### src/rtl/wb_pkg.sv
// rtl/wb_pkg.sv - shared widths and queue entry type for the writeback queue
package wb_pkg;
  localparam int REG_ADDR_W = 5;
  localparam int DATA_W     = 64;
  localparam int NUM_REGS   = 32;

  typedef struct packed {
    logic [REG_ADDR_W-1:0] rd;
    logic [DATA_W-1:0]     data;
  } wb_entry_t;
endpackage

### src/rtl/wb_fwd_match.sv
// rtl/wb_fwd_match.sv - youngest-match lookup over the queued writeback entries
module wb_fwd_match
  import wb_pkg::*;
#(
  parameter int DEPTH = 4,
  parameter int PTR_W = $clog2(DEPTH)
) (
  input  logic [PTR_W-1:0]      head_i,
  input  wb_entry_t [DEPTH-1:0] entries_i,
  input  logic [DEPTH-1:0]      valid_i,
  input  logic [REG_ADDR_W-1:0] addr_i,
  output logic                  hit_o,
  output logic [DATA_W-1:0]     data_o
);

  logic [PTR_W-1:0] idx;

  // Walk oldest to youngest so the last match standing is the youngest one.
  always_comb begin
    hit_o  = 1'b0;
    data_o = '0;
    idx    = '0;
    for (int k = 0; k < DEPTH; k++) begin
      idx = head_i + PTR_W'(k);
      if (valid_i[idx] && (entries_i[idx].rd == addr_i)) begin
        hit_o  = 1'b1;
        data_o = entries_i[idx].data;
      end
    end
  end

endmodule

### src/rtl/regfile_writeback_queue.sv
// rtl/regfile_writeback_queue.sv - in-order load/ALU result queue feeding the register file write port
module regfile_writeback_queue
  import wb_pkg::*;
#(
  parameter int DEPTH = 4
) (
  input  logic                        clk,
  input  logic                        reset,
  input  logic                        ld_valid,
  output logic                        ld_ready,
  input  logic [REG_ADDR_W-1:0]       ld_rd,
  input  logic [DATA_W-1:0]           ld_data,
  input  logic                        alu_valid,
  output logic                        alu_ready,
  input  logic [REG_ADDR_W-1:0]       alu_rd,
  input  logic [DATA_W-1:0]           alu_data,
  output logic                        write_enable,
  output logic [REG_ADDR_W-1:0]       writeAddress,
  output logic [DATA_W-1:0]           dataInput,
  input  logic [REG_ADDR_W-1:0]       fwd_addr,
  output logic                        fwd_hit,
  output logic [DATA_W-1:0]           fwd_data,
  output logic [NUM_REGS-1:0]         busy_mask,
  output logic [$clog2(DEPTH):0]      q_count
);

  localparam int PTR_W = $clog2(DEPTH);
  localparam int CNT_W = PTR_W + 1;

  wb_entry_t [DEPTH-1:0] entries_q, entries_d;
  logic [DEPTH-1:0]      valid_q, valid_d;
  logic [PTR_W-1:0]      head_q, head_d, tail_q, tail_d, alu_slot;
  logic [CNT_W-1:0]      count_q, count_d, free;
  logic                  rdy_en_q;
  logic                  ld_acc, alu_acc, pop;

  // Readies are held low through reset and the first cycle after release.
  assign free      = CNT_W'(DEPTH) - count_q;
  assign ld_ready  = rdy_en_q && (free != '0);
  assign alu_ready = rdy_en_q && (ld_valid ? (free >= CNT_W'(2)) : (free != '0));
  assign ld_acc    = ld_valid && ld_ready;
  assign alu_acc   = alu_valid && alu_ready;
  assign pop       = (count_q != '0);
  assign alu_slot  = tail_q + PTR_W'(ld_acc);

  always_comb begin
    entries_d = entries_q;
    valid_d   = valid_q;
    if (pop) valid_d[head_q] = 1'b0;
    if (ld_acc) begin
      entries_d[tail_q] = '{rd: ld_rd, data: ld_data};
      valid_d[tail_q]   = 1'b1;
    end
    if (alu_acc) begin
      entries_d[alu_slot] = '{rd: alu_rd, data: alu_data};
      valid_d[alu_slot]   = 1'b1;
    end
    head_d  = head_q + PTR_W'(pop);
    tail_d  = tail_q + PTR_W'(ld_acc) + PTR_W'(alu_acc);
    count_d = count_q + CNT_W'(ld_acc) + CNT_W'(alu_acc) - CNT_W'(pop);
  end

  always_ff @(posedge clk or negedge reset) begin
    if (!reset) begin
      entries_q <= '0;
      valid_q   <= '0;
      head_q    <= '0;
      tail_q    <= '0;
      count_q   <= '0;
      rdy_en_q  <= 1'b0;
    end else begin
      entries_q <= entries_d;
      valid_q   <= valid_d;
      head_q    <= head_d;
      tail_q    <= tail_d;
      count_q   <= count_d;
      rdy_en_q  <= 1'b1;
    end
  end

  assign write_enable = pop;
  assign writeAddress = pop ? entries_q[head_q].rd   : '0;
  assign dataInput    = pop ? entries_q[head_q].data : '0;
  assign q_count      = count_q;

  always_comb begin
    busy_mask = '0;
    for (int k = 0; k < DEPTH; k++) begin
      if (valid_q[k]) busy_mask[entries_q[k].rd] = 1'b1;
    end
  end

  wb_fwd_match #(.DEPTH(DEPTH), .PTR_W(PTR_W)) u_fwd_match (
    .head_i    (head_q),
    .entries_i (entries_q),
    .valid_i   (valid_q),
    .addr_i    (fwd_addr),
    .hit_o     (fwd_hit),
    .data_o    (fwd_data)
  );

endmodule
### config.mk
export PLATFORM = sky130hd
export DESIGN_NAME = regfile_writeback_queue
export DESIGN_NICKNAME = d
export VERILOG_FILES = /design/src/rtl/wb_pkg.sv /design/src/rtl/wb_fwd_match.sv /design/src/rtl/regfile_writeback_queue.sv
export SDC_FILE = /design/constraint.sdc
export NUM_CORES = 1
export LEC_CHECK = 0
export BUFFER_PORTS_ARGS = -buffer_cell sky130_fd_sc_hd__buf_4
export CAP_MARGIN = 20
export CORE_ASPECT_RATIO = 1.5
export CORE_UTILIZATION = 45
export CTS_BUF_LIST = sky130_fd_sc_hd__clkbuf_8
export DETAILED_ROUTE_END_ITERATION = 8
export GPL_TIMING_DRIVEN = 0
export HOLD_SLACK_MARGIN = 0.05
export PLACE_DENSITY = 0.73
export SLEW_MARGIN = 10
export SYNTH_ARGS = -nofsm -noshare
export SYNTH_HDL_FRONTEND = slang
export SYNTH_SLANG_ARGS = --single-unit
### constraint.sdc
create_clock -name clk -period 16.4 [get_ports clk]
set_clock_uncertainty 0.15 [all_clocks]
set_input_delay 4.92 -clock clk [delete_from_list [all_inputs] [get_ports clk]]
set_output_delay 4.92 -clock clk [all_outputs]
set_load 0.005 [all_outputs]
# Word level (Yosys, flattened, before mapping)
# Cells that the tools add are included.
dict set report word_totals {
  regBits 288
  input_bits 147
  wordCells 125
}
dict set report op_classes {
  add_sub_neg 10
  order_cmp 18
  n_eq_ne 4
  mux 56
  n_bitwise 7
  n_reduce_logical 17
}
# cell count
set ops {}
lappend ops {{$bmux 69 s2} 4}
lappend ops {{$bwmux 276} 2}
lappend ops {{$mux 276} 2}
lappend ops {{$mux 69} 6}
lappend ops {{$mux 64} 5}
lappend ops {{$demux 69 s2} 2}
lappend ops {{$mux 32} 4}
lappend ops {{$or 32x32->32} 3}
lappend ops {{$lt 5x6->1 const B} 4}
lappend ops {{$demux 1 s5} 4}
lappend ops {{$eq 5x5->1} 4}
lappend ops {{$ge 5x1->1 const B} 4}
lappend ops {{$lt 2x3->1 const B} 6}
lappend ops {{$mux 1} 16}
lappend ops {{$logic_and 1x1->1} 15}
lappend ops {{$mux 4} 3}
lappend ops {{$bmux 1 s2} 4}
lappend ops {{$or 4x4->4} 2}
lappend ops {{$add 2x1->2} 3}
lappend ops {{$add 3x1->3} 2}
lappend ops {{$demux 1 s2} 3}
lappend ops {{$ge 2x1->1 const B} 3}
lappend ops {{$reduce_bool 3->1} 2}
lappend ops {{$mux 5} 1}
lappend ops {{7 further kinds} 8}

# Longest topological paths before layout
dict set report logic_depth {
  ltp_word 11
  ltp_mapped 17
  depth_no_buf 12
}

# Modules after synthesis
# From an unflattened synthesis, not the netlist that was laid out.
dict set report unflattened {
  hier_cells 2766
  hier_area_um2 28946.5
}
# mod instances cells_per_inst area_per_inst_um2 seq_area_each_um2
set modules_own_cells {}
lappend modules_own_cells {regfile_writeback_queue 1 1269 17245.3 7206.9}
lappend modules_own_cells {wb_fwd_match 1 1497 11701.2 0.0}

# Least setup slack after synthesis
# OpenSTA, ideal clock, no wires.
dict set report synth_path {
  kind {in2out}
  start {in fwd_addr[1]}
  end {out fwd_data[44]}
  arrival_ns 6.820
  required_ns 11.330
  slack_ns 4.510
  cell_stages 9
  n_path_buf 3
  path_cell_list {clkbuf_1 -> xor2_1 -> o32ai_1 -> nand4_1 -> o32ai_1 -> buf_2 -> buf_1 -> a311oi_2 -> o21ai_1}
}
dict set report synth_between {
  elab_chain_cells 6
  elab_cells_between_ends 12
  classes_between {eq/ne: 4; mux: 4; reduce/logical: 4}
}
# element line
set synth_lines {}
lappend synth_lines {{from (decl)} regfile_writeback_queue.sv:20} ;# input logic [REG_ADDR_W-1:0] fwd_addr,
lappend synth_lines {{$eq 5x5->1} wb_fwd_match.sv:25} ;# if (valid_i[idx] && (entries_i[idx].rd == addr_i)) begin
lappend synth_lines {{$logic_and 1x1->1} wb_fwd_match.sv:25}
lappend synth_lines {{$mux 64 (3 in a row)} wb_fwd_match.sv:25}
lappend synth_lines {{$mux 64 *} wb_fwd_match.sv:25}
lappend synth_lines {{to (decl)} regfile_writeback_queue.sv:22} ;# output logic [DATA_W-1:0] fwd_data,
# Mark *: on every way between the ends. The rest lies on a longest branch, timed or not.

# Worst setup path in the final report
dict set report layout_path {
  start {in fwd_addr[1]}
  end {out fwd_data[22]}
}
# Same word-level chain as after synthesis.

==> flow_metrics.tcl <==
set metrics [dict create \
    wl_mm 104 \
    arrival_ns 8.37 \
    critPathKind "primary input to output port" \
    std_cell_rows 104 \
    die_w_um 192 \
    post_cts_buffers 0 \
    ys_seq_area_share_pct 29.6 \
    placedCellCount 3429 \
    syn-instance-count 2422 \
    clockBufferDepth 3 \
    grt-ovfl-total 0 \
    grt_max_degree 110 \
    tns_ns 0 \
    hold_viol 0 \
    drive_above_1_share_pct 26.7 \
    cts_root_buffer "clkbuf_8" \
    final_cell_mix "buf_4 (323), mux2i_1 (296), dfrtp_1 (288)" \
    hold_buffers 0 \
    htreeDepth 2 \
    areaGrowthSynthToFinish_pct 17.5 \
    fmax_ghz 0.0744 \
    worst_pin_slew_ns 1.20 \
    drtIter0Drc 3201 \
    startpoint_type "primary input" \
    portBuffers 314 \
    firstDrtPassIters 7 \
    ys_ff_latch 288 \
    die_h_um 287 \
    timing.final.crit_share_pct 81.9 \
    nets 2949 \
    max-cap-violations 0 \
    power.leakage_uw 0.0117 \
    synth_area_per_cell_um2 10.1 \
    slew_viol_final 0 \
    syn_area_um2 24400 \
    final_cells 3509 \
    rsz0062_at_grt "no" \
    placed_area_um2 27700 \
    yosysUniqueCellTypes 58 \
    cp-startpoint "fwd_addr[1]" \
    maxSlewHeadroom_pct 19.1 \
    finalWorstSetupSlack_ns 2.96 \
    wl_per_cell_um 29.6 \
    ios 319 \
    end_kind "output port" \
    yosysWarnings 0 \
    critPathMaxFanout 10 \
    rr_worst_depth 14 \
    gp_congestion 0.975 \
    grt_pass1_vias 24000 \
    whs_ns 0.399 \
    r2r_slack_ns 11.33 \
    period_minus_slack_ns 13.44 \
    synth-edff-count 0 \
    num_vias 24500 \
    ant_nets 0 \
    die-area_um2 55100 \
    initial_core_util_pct 45.5 \
    grtUsageTotal_pct 37.4 \
    vias_per_cell 7.00 \
    core_area_um2 53600 \
    async_flop_share_pct 100 \
    power_density_nw_per_um2 246 \
    syn_nets 2582 \
    cts_sinks 288 \
    hold_path_class "register to register" \
    final_common_cell "buf_4" \
    numCtsBuffers 47 \
    drc 0 \
    clk_pin_slew_ns 0.06 \
    final_area_um2 28700 \
    dp_hpwl_mm 74.4 \
    status "completed" \
    antenna_found_initial 4 \
    dominantRegCellSynth "dfrtp_1" \
    grt_pass1_wl_mm 152 \
    worstSkewPairLatency_ns 0.60 \
    cts_tree "yes" \
    peakVddDrop_mv 0.154 \
    cts.repair.resized 0 \
    required_ns 11.33 \
    crit_end "fwd_data[22]" \
    r2r_end "entries_q[53]$_DFF_PN0_" \
    rr_startpoint "q_count[1]$_DFF_PN0_" \
    setup_violations 0 \
    dp_slack_ns 3.25 \
]
[through the flow]
step | power (uW) | utilization, %
after floorplan | 4490 | -
after global placement | 6050 | 51.5
after detailed placement | 6200 | 51.7
after CTS | 6870 | 53.5
after global routing | 7320 | 53.5
final | 7040 | 53.5
[Yosys cell counts, types with 2 or more instances]
cell type    n  share of area [%]
nand3_1     69                1.4
o21ai_1     61                1.3
buf_1       27               0.42
a311oi_1    33                1.2
or3b_2       2              0.072
mux2_2       2              0.092
nand3b_1    11               0.34
a211oi_2    11               0.56
and3b_1      3               0.11
and3_1       6               0.15
o32a_1       2              0.082
buf_6        9               0.42
a21oi_1    152                3.1
mux2i_1    296                 12
o22ai_1      9               0.23
buf_4        9               0.28
mux4_2     266                 25
a211oi_1     6               0.18
nand2_1    250                3.8
or3_1        7               0.18
buf_2       47               0.96
xnor2_1     16               0.57
xor2_1      25               0.90
inv_1       17               0.26
nand4_1      3              0.077
o221ai_1    19               0.68
a221o_1      9               0.37
dfrtp_1    288                 30
o21ai_0    203                4.2
o211ai_1     9               0.28
nand2b_1     3              0.077
clkbuf_1   169                2.6
nor3_1      81                1.7
and2_1      68                1.7
ha_1        12               0.62
o32ai_1      4               0.14
nor2_1     165                2.5
nor3b_1      9               0.28
nor4b_1      4               0.14
nor2b_1      2              0.051
a311oi_2    12               0.74
a22oi_1     10               0.31
[sequential cells by signal (all words and copies together), names as in the netlist]
name	flops
entries_q	276
tail_q	2
valid_q	4
rdy_en_q	1
head_q	2
q_count	3
[logic make-up after synthesis]
family	share of synthesized area, %
compound gates	13.6
mux	36.8
simple gates	12.9
other cells	0.0154
flops	29.6
buf+inv	4.95
xor+xnor	1.54
fa+ha+maj	0.698
[power by group]
part           total, uW  switching (uW)  internal (uW)
registers           1540             471           1070
logic               4830            2570           2250
clock network        670             327            343
total               7040            3370           3660
[area by class of cell]
type	instances	area, um2
Timing Repair Buffer	318	2450
Fill cell	4869	25000
Clock buffer	60	826
Sequential cell	288	7210
Clock inverter	19	116
Tap cell	689	862
Inverter	18	67.6
Buffer	261	1140
Antenna cell	1	2.50
Multi-Input combinational cell	1855	16000
[layer usage]
| metal | part of all wire [%] | vias to the layer above | track usage (%) |
|---|---|---|---|
| li1 | - | 9892 | - |
| met1 | 32 | 11900 | 42.6 |
| met2 | 47 | 2226 | 60.3 |
| met3 | 12 | 572 | 9.07 |
| met4 | 8.7 | 6 | 28.3 |
| met5 | 0.037 | - | 0 |
[worst max-delay path: stages]
cell      delay [ns]
clkbuf_1        0.23
xnor2_1         1.02
buf_2           0.44
buf_1           0.51
nand3_1         0.13
nor3_1          0.26
a211oi_1        0.13
o21ai_1         0.50
buf_4           0.21
[worst min path at each step]
stage                          from                   end  slack, ns  cells after the start
6_report       q_count[0]$_DFF_PN0_  q_count[0]$_DFF_PN0_       0.40                      1
5_1_grt        q_count[0]$_DFF_PN0_  q_count[0]$_DFF_PN0_       0.44                      1
4_1_cts        q_count[0]$_DFF_PN0_  q_count[0]$_DFF_PN0_       0.41                      1
3_5_place_dp   q_count[0]$_DFF_PN0_  q_count[0]$_DFF_PN0_       0.40                      1
3_3_place_gp   q_count[0]$_DFF_PN0_  q_count[0]$_DFF_PN0_       0.38                      1
2_1_floorplan  q_count[0]$_DFF_PN0_  q_count[0]$_DFF_PN0_       0.37                      1
(Power assumes the default switching activity.)
